`config.mk`:
```
export PLATFORM = sky130hd
export DESIGN_NAME = mem_arbiter
export DESIGN_NICKNAME = d
export VERILOG_FILES = /design/src/rtl/cpu_types_pkg.sv /design/src/rtl/mem_arbiter.sv
export SDC_FILE = /design/constraint.sdc
export NUM_CORES = 1
export LEC_CHECK = 0
export CORE_AREA = 2 2 104 106
export DETAILED_ROUTE_END_ITERATION = 16
export DIE_AREA = 0 0 106 108
export PLACE_DENSITY = 0.57
export REMOVE_ABC_BUFFERS = 1
export SLEW_MARGIN = 40
export SYNTH_ARGS = -nofsm -noshare
export SYNTH_HDL_FRONTEND = slang
export SYNTH_SLANG_ARGS = --single-unit
```
`constraint.sdc`:
```
create_clock -name CLK -period 3.2 [get_ports CLK]
set_input_delay 0.64 -clock CLK [delete_from_list [all_inputs] [get_ports CLK]]
set_output_delay 0.64 -clock CLK [all_outputs]
set_load 0.02 [all_outputs]
```
`src/rtl/cpu_types_pkg.sv`:
```
// Shared CPU-side types: RAM handshake states, data word and memory arbiter FSM states.
package cpu_types_pkg;

    localparam int WORD_W = 32;

    typedef logic [WORD_W-1:0] word_t;

    typedef enum logic [1:0] {
        FREE   = 2'd0,
        BUSY   = 2'd1,
        ACCESS = 2'd2,
        ERROR  = 2'd3
    } ramstate_t;

    typedef enum logic [1:0] {
        IDLE = 2'd0,
        IGNT = 2'd1,
        DGNT = 2'd2
    } arb_state_t;

endpackage

```
`src/rtl/mem_arbiter.sv`:
```
// Arbitrates icache and dcache single-word requests onto one RAM port with a registered grant.
// Optional ARB_RR_EN: round-robin between caches when both request; otherwise dcache has fixed priority.
import cpu_types_pkg::*;

module mem_arbiter #(
    parameter int ADDR_W = 32,
    parameter int DATA_W = 32
) (
    input  logic              CLK,
    input  logic              nRST,
    input  logic              i_ren,
    input  logic [ADDR_W-1:0] i_addr,
    output logic              i_wait,
    output logic [DATA_W-1:0] i_load,
    input  logic              d_ren,
    input  logic              d_wen,
    input  logic [ADDR_W-1:0] d_addr,
    input  logic [DATA_W-1:0] d_store,
    output logic              d_wait,
    output logic [DATA_W-1:0] d_load,
    output logic              ram_ren,
    output logic              ram_wen,
    output logic [ADDR_W-1:0] ram_addr,
    output logic [DATA_W-1:0] ram_store,
    input  logic [DATA_W-1:0] ram_load,
    input  logic [1:0]        ram_state,
    output logic              err
);

    arb_state_t state;
    ramstate_t  rstate;
    logic       d_req;

    assign rstate = ramstate_t'(ram_state);
    assign d_req  = d_ren | d_wen;

`ifdef ARB_RR_EN
    logic last_d;
`endif

    // Grant is taken from IDLE only; completion or a dropped request returns to IDLE.
    always_ff @(posedge CLK or negedge nRST) begin
        if (!nRST) begin
            state <= IDLE;
`ifdef ARB_RR_EN
            last_d <= 1'b0;
`endif
        end else begin
            case (state)
                IDLE: begin
`ifdef ARB_RR_EN
                    if (d_req && i_ren)
                        state <= last_d ? IGNT : DGNT;
                    else if (d_req)
                        state <= DGNT;
                    else if (i_ren)
                        state <= IGNT;
`else
                    if (d_req)
                        state <= DGNT;
                    else if (i_ren)
                        state <= IGNT;
`endif
                end
                IGNT: begin
                    if (!i_ren) begin
                        state <= IDLE;
                    end else if (rstate == ACCESS) begin
                        state <= IDLE;
`ifdef ARB_RR_EN
                        last_d <= 1'b0;
`endif
                    end
                end
                DGNT: begin
                    if (!d_req) begin
                        state <= IDLE;
                    end else if (rstate == ACCESS) begin
                        state <= IDLE;
`ifdef ARB_RR_EN
                        last_d <= 1'b1;
`endif
                    end
                end
                default: state <= IDLE;
            endcase
        end
    end

    always_comb begin
        i_wait    = 1'b1;
        d_wait    = 1'b1;
        i_load    = '0;
        d_load    = '0;
        ram_ren   = 1'b0;
        ram_wen   = 1'b0;
        ram_addr  = '0;
        ram_store = '0;
        err       = 1'b0;
        case (state)
            IGNT: begin
                ram_addr = i_addr;
                if (i_ren) begin
                    ram_ren = 1'b1;
                    if (rstate == ACCESS) begin
                        i_wait = 1'b0;
                        i_load = ram_load;
                    end
                    err = (rstate == ERROR);
                end
            end
            DGNT: begin
                ram_addr = d_addr;
                // A write wins over a simultaneous read request.
                if (d_wen) begin
                    ram_wen   = 1'b1;
                    ram_store = d_store;
                end else if (d_ren) begin
                    ram_ren = 1'b1;
                end
                if (d_req) begin
                    if (rstate == ACCESS) begin
                        d_wait = 1'b0;
                        d_load = ram_load;
                    end
                    err = (rstate == ERROR);
                end
            end
            default: ;
        endcase
    end

endmodule

```
==> flow_metrics.env <==
export IMPL_synth_seq_cells=2
export IMPL_slew_headroom=0.777
export IMPL_via_per_inst=4.09
export IMPL_seqCellArea_um2=50.0
export IMPL_reg_top3="state: 2 flops"
export IMPL_row_count=37
export IMPL_drtAntennaViolNets=0
export IMPL_min_period_ns=3.07
export IMPL_crit_type="in -> out"
export IMPL_crit_path_max_fanout=33
export IMPL_ir_drop_mv=0.198
export IMPL_syn2layout_area_growth_pct=207
export IMPL_vias=2472
export IMPL_core_mm2=0.0102
export IMPL_grt_usage=0.144
export IMPL_fmax_mhz=326
export IMPL_arrival_ns=2.43
export IMPL_multi_input_area_mm2=0.00121
export IMPL_yosys_area_top_type_share=0.298
export IMPL_cts_buffers=3
export IMPL_met2_length_um=4750
export IMPL_hp_class="in -> async"
export IMPL_dp_slack_ns=0.0744
export IMPL_status="finished, final reports clean"
export IMPL_cts_buffer_depth=2
export IMPL_drive_gt1_frac=0.0321
export IMPL_hpwl_um=7440
export IMPL_synthMostInstantiatedCell="and2_1"
export IMPL_final_max_slew_viol_count=0
export IMPL_drc_errors=0
export IMPL_top_layer_used="met4"
export IMPL_final_hold_violation_count=0
export IMPL_drv_cap=0
export IMPL_ys_flop_type="dfrtp_1"
export IMPL_clock_sinks=2
export IMPL_p_per_area_mw_per_mm2=402
export IMPL_synthCells=215
export IMPL_cts_setup_buffers=0
export IMPL_dieArea_mm2=0.0114
export IMPL_wl_met1_um=3460
export IMPL_final_cells=604
export IMPL_routed_wl_um=9070
export IMPL_die_h_um=108
export IMPL_largest_reg_flops=2
export IMPL_antenna_cells=0
export IMPL_first_iter_violations=115
export IMPL_final_setup_skew_ns=0.00184
export IMPL_yosysSeqAreaShare=0.0362
export IMPL_placed_area_mm2=0.00421
export IMPL_grt_pass1_wl_um=13100
export IMPL_regMostFlops="state"
export IMPL_first_pass_iters=4
export IMPL_setup_slack_ns=0.133
export IMPL_p_leak_nw=1.65
export IMPL_route_met3_wl_um=802
export IMPL_clock_latency_ns=0.21
export IMPL_fillers=1050
export IMPL_synth_area_mm2=0.00138
export IMPL_synth_top_cells_by_count="and2_1 (66), a22oi_1 (32), and3_1 (32), nor2b_1 (32), clkbuf_1 (16)"
export IMPL_async_flop_share=1.00
export IMPL_tightest_slew_ns=0.334
export IMPL_cp_end_kind="output port"
export IMPL_htreeDepth=1
export IMPL_startpoint_type="input port"
export IMPL_synthTopCellsByArea="and2_1 (30%), a22oi_1 (17%), and3_1 (14%), nor2b_1 (14%), clkbuf_1 (4.3%)"
export IMPL_place_port_buffers=267
export IMPL_cts_tree="done"
export IMPL_worstPathRequired_ns=2.56
export IMPL_grt_max_degree=56
export IMPL_yosys_area_top_type="and2_1"
export IMPL_cts_root_buf="clkbuf_8"
export IMPL_io_pins=268
export IMPL_die_x_um=106
export IMPL_routabilityCongestion=0.805
export IMPL_period_share=0.958
export IMPL_dp_cells=601
export IMPL_antenna_found_initial=0
export IMPL_synth_cell_types=22
export IMPL_grt_overflow=0
export IMPL_start_util=0.135
export IMPL_clk_pin_slew_ns=0.03
export IMPL_synth_edf_count=0
export IMPL_rsz0062_at_grt="no"
export IMPL_final_nets=609
export IMPL_yosysWarnings=0
export IMPL_routedWlPerCell_um=15.0
export IMPL_syn_avg_cell_area_um2=6.44
export IMPL_grt_pass1_vias=2295
export IMPL_fin_area_mm2=0.00425
export IMPL_setup_viol=0
power by group:
group	switching, mW	internal (mW)	leakage, nW
clock	0.0189	0.0795	0.0216
sequential	0.0117	0.0342	0.0256
combinational	0.761	0.804	1.61
total	0.791	0.918	1.65
worst max-delay path: stages:
cell             delay, ns
clkdlybuf4s50_1       0.45
nand2b_1              0.20
nor2_2                0.17
buf_12                0.18
and2_1                0.17
clkdlybuf4s50_1       0.61
layout by cell type, fill, tap and decap left out, drive strengths merged, types with 2 or more instances in the layout:
| cell type | netlist | routed |
|---|---|---|
| ha | 4 | 4 |
| and3 | 32 | 32 |
| buf | 8 | 9 |
| o21ai | 3 | 3 |
| nor2 | 4 | 4 |
| a22oi | 32 | 32 |
| inv | 5 | 5 |
| dfrtp | 2 | 2 |
| nand2 | 2 | 2 |
| and2 | 66 | 66 |
| clkbuf | 16 | 3 |
| nand2b | 2 | 2 |
| clkdlybuf4s50 | 0 | 264 |
| a21oi | 2 | 2 |
| nor2b | 32 | 32 |
area by class of cell:
class	instances	share of cell area
flip-flops and latches	2	0.0118
clock buffers	3	0.00971
multi-input cells	184	0.285
inverters	5	0.00441
repair buffers	274	0.649
well taps	136	0.0400
metrics by stage:
stage	power, mW	hold WS, ns	utilization	TNS (ns)
floorplan	0.823	0.344	-	-1.02
global placement	1.63	0.592	0.411	0
detailed placement	1.62	0.598	0.411	0
CTS	1.73	0.592	0.415	0
global route	1.83	0.589	0.416	0
finish	1.71	0.596	0.416	0
metal layers:
layer | GRT usage | vias up
met5 | 0 | -
met4 | 0.0169 | 0
met3 | 0.0434 | 4
met2 | 0.277 | 127
met1 | 0.161 | 1099
li1 | - | 1242
cells by family (layout without fill, tap and decap cells):
group	count (synthesis)	count (layout)	synth area share
flops	2	2	0.0362
fa+ha+maj	4	4	0.0362
compound gates	40	40	0.212
simple gates	140	140	0.626
buf+inv	29	282	0.0904
worst paths after layout:
| kind | startpoint | end | slack (ns) | cells after the start |
|---|---|---|---|---|
| hold reg to reg | state[0] | state[0] | 0.61 | 1 |
| setup reg to reg | state[0] | state[1] | 1.53 | 5 |
| max in group asynchronous | nRST | state[1] | 2.48 | 1 |
| min in group CLK | state[0] | state[0] | 0.61 | 1 |
| hold / removal | nRST | state[0] | 0.60 | 1 |
| setup / recovery | ram_state[0] | i_load[27] | 0.13 | 6 |
what timing repair did:
action,CTS,global route
hold buffers,0,0
setup endpoints to repair,0,6
resized for setup,0,2
Note: power is estimated with default switching activity, not from simulation.
